File: src/rtl/imem_pkg.sv
// Shared types and defaults for the instruction-memory arbiter.
// No logic: owner encoding, default address width, starvation limit.
// Imported by the interface, the arbiter top and the starvation counter.
package imem_pkg;

    localparam int AW_DEF         = 12;
    localparam int STARVE_MAX_DEF = 4;
    localparam int STARVE_W       = 4;

    // Who owns the SRAM read port response slot one cycle after a grant
    typedef enum logic [1:0] {
        OWN_NONE = 2'd0,
        OWN_F    = 2'd1,
        OWN_L    = 2'd2
    } owner_e;

    // Word-aligned byte address check for fetches
    function automatic logic is_aligned(input logic [1:0] lsb);
        return (lsb == 2'b00);
    endfunction

endpackage

File: src/rtl/imem_arbiter_if.sv
// Bundles the fetch, LSU and SRAM-macro signals seen by the arbiter.
// No logic; the slave view is the arbiter, the master view is IFU/LSU/SRAM.
// Valid/ready handshakes on both request ports, fixed 1-cycle response.
interface imem_arbiter_if #(
    parameter int AW = imem_pkg::AW_DEF
);
    // Fetch request / response
    logic          f_req_vld;
    logic [31:0]   f_addr;
    logic          f_rdy;
    logic          f_resp_vld;
    logic [31:0]   f_resp_data;
    logic          f_resp_err;
    logic          flush;

    // LSU / loader request / response
    logic          l_req_vld;
    logic          l_wr;
    logic [31:0]   l_addr;
    logic [31:0]   l_wdata;
    logic [3:0]    l_wstrb;
    logic          l_rdy;
    logic          l_resp_vld;
    logic [31:0]   l_resp_data;

    // SRAM macro
    logic          mem_en;
    logic [3:0]    mem_we;
    logic [AW-1:0] mem_addr;
    logic [31:0]   mem_wdata;
    logic [31:0]   mem_rdata;

    modport slave (
        input  f_req_vld, f_addr, flush,
        output f_rdy, f_resp_vld, f_resp_data, f_resp_err,
        input  l_req_vld, l_wr, l_addr, l_wdata, l_wstrb,
        output l_rdy, l_resp_vld, l_resp_data,
        output mem_en, mem_we, mem_addr, mem_wdata,
        input  mem_rdata
    );

    modport master (
        output f_req_vld, f_addr, flush,
        input  f_rdy, f_resp_vld, f_resp_data, f_resp_err,
        output l_req_vld, l_wr, l_addr, l_wdata, l_wstrb,
        input  l_rdy, l_resp_vld, l_resp_data,
        input  mem_en, mem_we, mem_addr, mem_wdata,
        output mem_rdata
    );

endinterface

File: src/rtl/imem_arbiter_starve_cnt.sv
// Saturating count of LSU wins while a fetch waits; flags when fetch must go next.
// State updates on the clock edge; force_fetch_o is a decode of the current count.
// No backpressure of its own; it only steers the arbiter's priority.
module arb_starve_cnt
    import imem_pkg::*;
#(
    parameter int STARVE_MAX = STARVE_MAX_DEF
) (
    input  logic clk,
    input  logic rst,
    input  logic f_pend_i,
    input  logic f_grant_i,
    input  logic l_grant_i,
    output logic force_fetch_o
);

    localparam logic [STARVE_W-1:0] SMAX = STARVE_W'(STARVE_MAX);

    logic [STARVE_W-1:0] cnt_q;
    logic [STARVE_W-1:0] cnt_d;

    // Next count: clear when fetch is served or idle, bump on each LSU win over a waiting fetch
    always_comb begin
        cnt_d = cnt_q;
        if (f_grant_i || !f_pend_i) begin
            cnt_d = '0;
        end else if (l_grant_i && (cnt_q != SMAX)) begin
            cnt_d = cnt_q + STARVE_W'(1);
        end
    end

    // Count register with synchronous reset
    always_ff @(posedge clk) begin
        if (rst) begin
            cnt_q <= '0;
        end else begin
            cnt_q <= cnt_d;
        end
    end

    assign force_fetch_o = (cnt_q == SMAX);

endmodule

File: src/rtl/imem_arbiter.sv
// Shares one single-port instruction SRAM between fetch and LSU, one grant per cycle.
// Grant drives the SRAM in the same cycle; the tagged response follows exactly 1 cycle later.
// rdy is combinational from vld/flush/starvation; LSU wins unless fetch has waited STARVE_MAX grants.
module imem_arbiter
    import imem_pkg::*;
#(
    parameter int AW         = AW_DEF,
    parameter int STARVE_MAX = STARVE_MAX_DEF
) (
    input  logic clk,
    input  logic rst,
    imem_arbiter_if.slave bus
);

    owner_e own_q, own_d;
    logic   err_q, err_d;     // pending fetch response is a misalignment error
    logic   lwr_q, lwr_d;     // pending LSU response is a write ack
    logic   rst_q;            // one-cycle quiet window after reset

    logic   grant_en;
    logic   f_elig;
    logic   grant_f;
    logic   grant_l;
    logic   f_aligned;
    logic   force_fetch;

    // Grants are suppressed during reset and in the cycle right after it
    assign grant_en  = !rst && !rst_q;
    assign f_aligned = is_aligned(bus.f_addr[1:0]);
    assign f_elig    = bus.f_req_vld && !bus.flush && grant_en;

    // Fetch wins when it is alone or has been starved long enough; LSU takes everything else
    assign grant_f = f_elig && (!bus.l_req_vld || force_fetch);
    assign grant_l = bus.l_req_vld && grant_en && !grant_f;

    assign bus.f_rdy = grant_f;
    assign bus.l_rdy = grant_l;

    arb_starve_cnt #(
        .STARVE_MAX (STARVE_MAX)
    ) u_starve (
        .clk           (clk),
        .rst           (rst),
        .f_pend_i      (bus.f_req_vld),
        .f_grant_i     (grant_f),
        .l_grant_i     (grant_l),
        .force_fetch_o (force_fetch)
    );

    // SRAM drive for the granted requester; a misaligned fetch holds the slot but leaves the macro idle
    always_comb begin
        bus.mem_en    = 1'b0;
        bus.mem_we    = 4'b0000;
        bus.mem_addr  = '0;
        bus.mem_wdata = '0;
        if (grant_f) begin
            bus.mem_en   = f_aligned;
            bus.mem_addr = bus.f_addr[AW+1:2];
        end else if (grant_l) begin
            bus.mem_en   = 1'b1;
            bus.mem_addr = bus.l_addr[AW+1:2];
            if (bus.l_wr) begin
                bus.mem_we    = bus.l_wstrb;
                bus.mem_wdata = bus.l_wdata;
            end
        end
    end

    // Owner and response attributes captured at grant time
    always_comb begin
        own_d = OWN_NONE;
        err_d = 1'b0;
        lwr_d = 1'b0;
        if (grant_f) begin
            own_d = OWN_F;
            err_d = !f_aligned;
        end else if (grant_l) begin
            own_d = OWN_L;
            lwr_d = bus.l_wr;
        end
    end

    // Response-slot state register with synchronous reset
    always_ff @(posedge clk) begin
        if (rst) begin
            own_q <= OWN_NONE;
            err_q <= 1'b0;
            lwr_q <= 1'b0;
            rst_q <= 1'b1;
        end else begin
            own_q <= own_d;
            err_q <= err_d;
            lwr_q <= lwr_d;
            rst_q <= 1'b0;
        end
    end

    // Responses: reset discards in-flight data, flush kills fetch responses, data is zero when not valid
    always_comb begin
        bus.f_resp_vld  = !rst && (own_q == OWN_F) && !bus.flush;
        bus.f_resp_err  = bus.f_resp_vld && err_q;
        bus.f_resp_data = (bus.f_resp_vld && !err_q) ? bus.mem_rdata : 32'h0;
        bus.l_resp_vld  = !rst && (own_q == OWN_L);
        bus.l_resp_data = (bus.l_resp_vld && !lwr_q) ? bus.mem_rdata : 32'h0;
    end

    // Address bits outside the SRAM word range are intentionally ignored
    logic unused_addr_bits;
    assign unused_addr_bits = ^{bus.f_addr[31:AW+2], bus.l_addr[31:AW+2], bus.l_addr[1:0]};

endmodule

File: src/flat_wrapper.sv
// flat-port wrapper written by rule: the top's interface ports become plain ports
module imem_arbiter_flat import imem_pkg::*;
#(
    parameter int AW         = AW_DEF,
    parameter int STARVE_MAX = STARVE_MAX_DEF
)
  (clk, rst, bus_f_req_vld, bus_f_addr, bus_flush, bus_f_rdy, bus_f_resp_vld, bus_f_resp_data, bus_f_resp_err, bus_l_req_vld, bus_l_wr, bus_l_addr, bus_l_wdata, bus_l_wstrb, bus_l_rdy, bus_l_resp_vld, bus_l_resp_data, bus_mem_en, bus_mem_we, bus_mem_addr, bus_mem_wdata, bus_mem_rdata);
  imem_arbiter_if #(.AW(AW)) bus_i ();
  input  logic clk;
  input  logic rst;
  input wire logic [$bits(bus_i.f_req_vld)-1:0] bus_f_req_vld;
  input wire logic [$bits(bus_i.f_addr)-1:0] bus_f_addr;
  input wire logic [$bits(bus_i.flush)-1:0] bus_flush;
  output wire logic [$bits(bus_i.f_rdy)-1:0] bus_f_rdy;
  output wire logic [$bits(bus_i.f_resp_vld)-1:0] bus_f_resp_vld;
  output wire logic [$bits(bus_i.f_resp_data)-1:0] bus_f_resp_data;
  output wire logic [$bits(bus_i.f_resp_err)-1:0] bus_f_resp_err;
  input wire logic [$bits(bus_i.l_req_vld)-1:0] bus_l_req_vld;
  input wire logic [$bits(bus_i.l_wr)-1:0] bus_l_wr;
  input wire logic [$bits(bus_i.l_addr)-1:0] bus_l_addr;
  input wire logic [$bits(bus_i.l_wdata)-1:0] bus_l_wdata;
  input wire logic [$bits(bus_i.l_wstrb)-1:0] bus_l_wstrb;
  output wire logic [$bits(bus_i.l_rdy)-1:0] bus_l_rdy;
  output wire logic [$bits(bus_i.l_resp_vld)-1:0] bus_l_resp_vld;
  output wire logic [$bits(bus_i.l_resp_data)-1:0] bus_l_resp_data;
  output wire logic [$bits(bus_i.mem_en)-1:0] bus_mem_en;
  output wire logic [$bits(bus_i.mem_we)-1:0] bus_mem_we;
  output wire logic [$bits(bus_i.mem_addr)-1:0] bus_mem_addr;
  output wire logic [$bits(bus_i.mem_wdata)-1:0] bus_mem_wdata;
  input wire logic [$bits(bus_i.mem_rdata)-1:0] bus_mem_rdata;
  assign bus_i.f_req_vld = bus_f_req_vld;
  assign bus_i.f_addr = bus_f_addr;
  assign bus_i.flush = bus_flush;
  assign bus_f_rdy = bus_i.f_rdy;
  assign bus_f_resp_vld = bus_i.f_resp_vld;
  assign bus_f_resp_data = bus_i.f_resp_data;
  assign bus_f_resp_err = bus_i.f_resp_err;
  assign bus_i.l_req_vld = bus_l_req_vld;
  assign bus_i.l_wr = bus_l_wr;
  assign bus_i.l_addr = bus_l_addr;
  assign bus_i.l_wdata = bus_l_wdata;
  assign bus_i.l_wstrb = bus_l_wstrb;
  assign bus_l_rdy = bus_i.l_rdy;
  assign bus_l_resp_vld = bus_i.l_resp_vld;
  assign bus_l_resp_data = bus_i.l_resp_data;
  assign bus_mem_en = bus_i.mem_en;
  assign bus_mem_we = bus_i.mem_we;
  assign bus_mem_addr = bus_i.mem_addr;
  assign bus_mem_wdata = bus_i.mem_wdata;
  assign bus_i.mem_rdata = bus_mem_rdata;
  imem_arbiter #(.AW(AW), .STARVE_MAX(STARVE_MAX)) u_core (.clk(clk), .rst(rst), .bus(bus_i));
endmodule
File: config.mk
export PLATFORM = sky130hd
export DESIGN_NAME = imem_arbiter_flat
export DESIGN_NICKNAME = d
export VERILOG_FILES = /design/src/rtl/imem_pkg.sv /design/src/rtl/imem_arbiter_if.sv /design/src/rtl/imem_arbiter_starve_cnt.sv /design/src/rtl/imem_arbiter.sv /design/src/flat_wrapper.sv
export SDC_FILE = /design/constraint.sdc
export NUM_CORES = 1
export LEC_CHECK = 0
export BUFFER_PORTS_ARGS = -buffer_cell sky130_fd_sc_hd__buf_2
export CAP_MARGIN = 15
export CORE_AREA = 2 2 100 102
export CTS_BUF_LIST = sky130_fd_sc_hd__clkbuf_8
export DETAILED_ROUTE_END_ITERATION = 10
export DIE_AREA = 0 0 102 104
export PLACE_DENSITY = 0.55
export REMOVE_ABC_BUFFERS = 1
export SLEW_MARGIN = 20
export SYNTH_ARGS = -nofsm -noshare
export SYNTH_HDL_FRONTEND = slang
export SYNTH_SLANG_ARGS = --single-unit
File: constraint.sdc
create_clock -name clk -period 2.6 [get_ports clk]
set_input_delay 0.52 -clock clk [delete_from_list [all_inputs] [get_ports clk]]
set_output_delay 0.52 -clock clk [all_outputs]
set_load 0.05 [all_outputs]
# After elaboration in Yosys (flattened, before gate mapping)
# Cells that the tools add are included.
# classes
n_addsub,1
n_eq_ne,4
mux,15
bitwise,2
n_reduce_logical,29
# ops
op,count
$mux W32,5
$mux W12,2
$logic_and A1 B1 Y1,13
$mux W4,3
$logic_not A1 Y1,9
$reduce_or A2 Y1,3
$add A4 B1 Y4 const B,1
$eq A4 B3 Y1 const B,1
$mux W1,4
$ne A4 B3 Y1 const B,1
$reduce_or A3 Y1,1
$eq A2 B1 Y1 const B,1
$eq A2 B2 Y1 const B,1
$logic_not A2 Y1,1
$logic_or A1 B1 Y1,2
$mux W2,1
$not A1 Y1,2
# totals
ff_bits,9
elab_cells,57

# Longest topological paths before layout
# depth
word_depth,8
ltp_mapped,7
ltp_nobuf,5

# Cells and area by module
# Synthesis repeated with hierarchy kept, for this count alone.
# unflattened
hier_cells,172
area_unflattened_um2,1308.8
# modules_own_cells
mod,n_inst,cells_per_inst,area_each_um2,seq_area_each_um2
imem_arbiter,1,147,1084.8,100.1
arb_starve_cnt,1,25,224.0,80.1

# Worst setup path before layout
# Ideal clock, no wire load.
# synth_path
path_type,input to output
from,in rst
to,out bus_l_resp_data[10]
arrival_ps,2701
setup_slack_ps,-621
stages,4
cell_sequence,nor3b_1 -> nor2b_1 -> clkbuf_1 -> and2_1
# synth_between
elab_chain_cells,4
# synth_lines
element,line_no,text
from (decl),flat_wrapper.sv:10,input logic rst;
$logic_not A1 Y1,imem_arbiter.sv:103,bus.l_resp_vld = !rst && (own_q == OWN_L);
$logic_and A1 B1 Y1,imem_arbiter.sv:103,
$logic_and A1 B1 Y1,imem_arbiter.sv:104,bus.l_resp_data = (bus.l_resp_vld && !lwr_q) ? bus.mem_rdata : 32'h0;
$mux W32,imem_arbiter.sv:104,
to (decl),flat_wrapper.sv:25,output wire logic [$bits(bus_i.l_resp_data)-1:0] bus_l_resp_data;
# No other way between the ends.

# Worst setup path in the final report
# layout_path
from,reg u_core.u_starve.cnt_q[0]
to,out bus_mem_addr[10]
# layout_between
elab_chain_cells,7
# layout_lines
element,line_no,text
from (decl),imem_arbiter_starve_cnt.sv:19,logic [STARVE_W-1:0] cnt_q;
from (signal assigned),imem_arbiter_starve_cnt.sv:37,cnt_q <= cnt_d;
$eq A4 B3 Y1 *,imem_arbiter_starve_cnt.sv:41,assign force_fetch_o = (cnt_q == SMAX);
$logic_or A1 B1 Y1 *,imem_arbiter.sv:33,assign grant_f = f_elig && (!bus.l_req_vld || force_fetch);
$logic_and A1 B1 Y1 *,imem_arbiter.sv:33,
$logic_not A1 Y1,imem_arbiter.sv:34,assign grant_l = bus.l_req_vld && grant_en && !grant_f;
$logic_and A1 B1 Y1,imem_arbiter.sv:34,
$mux W12,imem_arbiter.sv:59,end else if (grant_l) begin
$mux W12 *,imem_arbiter.sv:56,if (grant_f) begin
to (decl),flat_wrapper.sv:28,output wire logic [$bits(bus_i.mem_addr)-1:0] bus_mem_addr;
# Mark *: on every way between the ends. The rest lies on a longest branch, timed or not.

==> flow_summary_export.csv <==
group,metric,value,unit
final_layout,layout.nets,560,
synthesis,synth_edf_count,0,
clocking,ctsLongestPathBuffers,2,
synthesis,synth.yosys.seq_area_share,12.83,%
pwr,worst_ir_drop_vdd,0.1084,mV
synthesis,synth.area.mux_share,8.556,%
drt,drc_violations,0,
synthesis,synth_compound_gate_area_share,7.576,%
synthesis,synth_cell_type_count,33,
global_routing,grt_start_max_net_pins,40,
clocking,tritoncts,"yes",
worst_setup_path,crit_fanout,8,
worst_setup_path,startpoint_type,"flip-flop",
drt,route.detailed.wl_per_inst,11.02,µm
drt,final_antenna_net_count,0,
drt,dr.pass1.iters,4,
synthesis,yosys.area_share.xor_xnor,0,%
final_layout,layout-drive-gt1-share,58.71,%
die,initial_utilization,14.70,%
sta,unrepaired_setup_endpoints_after_global_routing,"true",
run_status,status,"finished, final reports clean",
worst_setup_path,critical-path-slowest-cell,"a2111oi_4",
final_layout,commonest_non_fill_non_tap_cells_in_the_layout,"buf_2 (205), and2_1 (66), and3_1 (36)",
clocking,cts-root-buf,"clkbuf_8",
sta,fin_hold_ws,0.5185,ns
sta,timing.clock.skew,0.002109,ns
global_routing,grt_first_pass_wirelength,8390,µm
flow_run,max-cap-violations,0,
clocking,numCtsBuffers,3,
die,dieHeight,104,µm
final_layout,layout-area-overhead-vs-synth,102.2,%
sta,final.setup.tns,0,ns
die,design.die.area,10610,µm²
synthesis,synth_area,1404,µm²
global_routing,total_global_route_track_usage,9.532,%
synthesis,synthAdderAreaFrac,1.783,%
drt,detail_route.wirelength,6084,µm
worst_setup_path,arrival_time_reported_for_the_critical_path_endpoint,2.05,ns
die,placementRows,36,
drt,vias,2224,
placement,place.detailed.hpwl,4850,µm
synthesis,post_synth.cell_area_avg,7.055,µm²
synthesis,ys.warnings.count,0,
drt,initialDrtViolationCount,105,
final_layout,layout.cells.most_common,"buf_2",
global_routing,grt_pass1_vias,1871,
placement,io_buffers,217,
worst_setup_path,crit_path_frequent_cell,"buf_4",
sta,setup_violations,0,
sta,worst_slew_margin_rel,71.28,%
drt,routed_via_density,4.029,
worst_setup_path,cp-end-kind,"output pin",
sta,achievable-frequency,389.5,MHz
sta,post-route-period-util,98.74,%
synthesis,cells_after_synth,199,
die,io-pin-count,256,
clocking,clock_tree.htree_level_count,1,
clocking,hold_buffers,0,
synthesis,synth_top_family_by_area,"simple AND/OR/NAND/NOR gates",
clocking,numClockSinks,9,
global_routing,antenna_found_initial,0,
synthesis,async_reset_ff_share,0,%
pwr,static-leakage-power,1.838,nW
clocking,clock_insertion_delay_worst_skew,0.24,ns
worst_setup_path,path_class,"flip-flop to output pin",
die,core_region_area,9549,µm²
synthesis,post_synth_and_or_nand_nor_area_fraction,59.54,%
worst_setup_path,cp.required,2.08,ns
clocking,clkTransAtPathRegs,0.05,ns
sta,min_period,2.567,ns
final_layout,antenna_diode_instance_count,0,
synthesis,ys_seq_elements,9,
sta,worst-slew-pin-transition,0.4308,ns
worst_setup_path,cp_slowest_stage_delay,0.40,ns
synthesis,synthFlopType,"dfxtp_1",
sta,count_of_endpoints_failing_hold_in_the_final_timing_report,0,
pwr,power.density,206.3,nW/µm²
die,die_w,102,µm
min_path,hold_class,"flip-flop to flip-flop",
worst_setup_path,crit_path_cell_trace,"inv_4 -> ha_4 -> nand3b_4 -> a2111oi_4 -> buf_4 -> buf_12 -> mux2i_1 -> buf_4",
global_routing,gr-total-overflow,0,
sta,timing.final.max_slew_violations,0,
placement,place.gp.congestion,0.7225,
final_layout,finalCoreUtilization,29.73,%
-- cell usage after synthesis, types with 2 or more instances --
library cell | count | area [µm²]
and2_1 | 66 | 412.9
ha_1 | 2 | 25.02
nor2b_1 | 3 | 18.77
nor2_1 | 2 | 7.510
inv_1 | 15 | 56.30
o311a_1 | 2 | 20.02
o21ai_0 | 3 | 15.01
clkbuf_1 | 13 | 48.80
nand3_1 | 2 | 10.01
mux2i_1 | 12 | 120.1
a211oi_1 | 3 | 22.52
and3_1 | 36 | 225.2
dfxtp_1 | 9 | 180.2
nand2_1 | 12 | 45.04
-- registers in the layout, summed over array words and instances (netlist names) --
signal / count
u_core.u_starve.cnt_q: 4
u_core.err_q: 1
u_core.own_q: 2
u_core.lwr_q: 1
u_core.rst_q: 1
-- critical path: cells and delay by family (launching register included) --
family,cells,cell delay [ns]
compound gates,1,0.40
fa+ha+maj,1,0.13
buf+inv,4,0.60
flops,1,0.34
mux,1,0.20
simple gates,1,0.13
-- path summary, 6_finish.rpt --
check        cells past startpoint                               endpoint  slack (ns)                             startpoint
max                              8                       bus_mem_addr[10]        0.03  u_core.u_starve.cnt_q[0]$_SDFFE_PP0P_
min                              2  u_core.u_starve.cnt_q[3]$_SDFFE_PP0P_        0.52  u_core.u_starve.cnt_q[3]$_SDFFE_PP0P_
max reg2reg                      7                u_core.err_q$_SDFF_PP0_        1.00  u_core.u_starve.cnt_q[0]$_SDFFE_PP0P_
min reg2reg                      2  u_core.u_starve.cnt_q[3]$_SDFFE_PP0P_        0.52  u_core.u_starve.cnt_q[3]$_SDFFE_PP0P_
-- timing repair --
action,in CTS,in global routing
pin swaps,1,2
gates resized for setup,12,8
cloned,0,1
endpoints found under the hold margin,0,0
setup endpoints to repair,12,49
buffers inserted,0,6
-- kinds of logic (layout without fill, tap and decap cells) --
family / after synthesis / in the layout
adders and majority gates: 2 / 2
DFF: 9 / 9
muxes: 12 / 12
AOI/OAI and AO/OA: 12 / 12
buffers and inverters: 31 / 251
and+or+nand+nor: 133 / 133
-- routing by layer --
metal,global-route usage [%],up-vias,routed length [µm]
li1,-,1105,-
met1,10.03,977,2332
met2,19.60,137,3213
met3,0.6720,5,483
met4,2.286,0,54
met5,0,-,0
-- power breakdown --
group          leakage, nW  internal [mW]  switching (mW)  total, mW
clock               0.0269          0.103          0.0614      0.165
sequential          0.0745          0.140         0.00218      0.142
combinational         1.74          0.106           0.173      0.278
total                 1.84          0.349           0.236      0.586
-- layout make-up --
type	count	area [µm²]
clock buffers	3	41.29
clock inverters	1	3.754
fillers	1064	6710
inverters	15	58.81
multi-input cells	159	1100
flip-flops and latches	9	185.2
well taps	133	166.4
repair buffers	232	1284
-- per-stage QoR --
stage	cell area [µm²]	std cells	setup WS, ns	total power, mW
after floorplan	1324	183	-1.073	0.2887
after global placement	2674	541	0.07457	0.4114
after detailed placement	2674	541	0.06117	0.4161
after CTS	2749	545	0.01550	0.5834
after global routing	2839	552	-0.03634	0.6144
final	2839	552	0.03279	0.5857
Power figures use the tool's default switching activity.
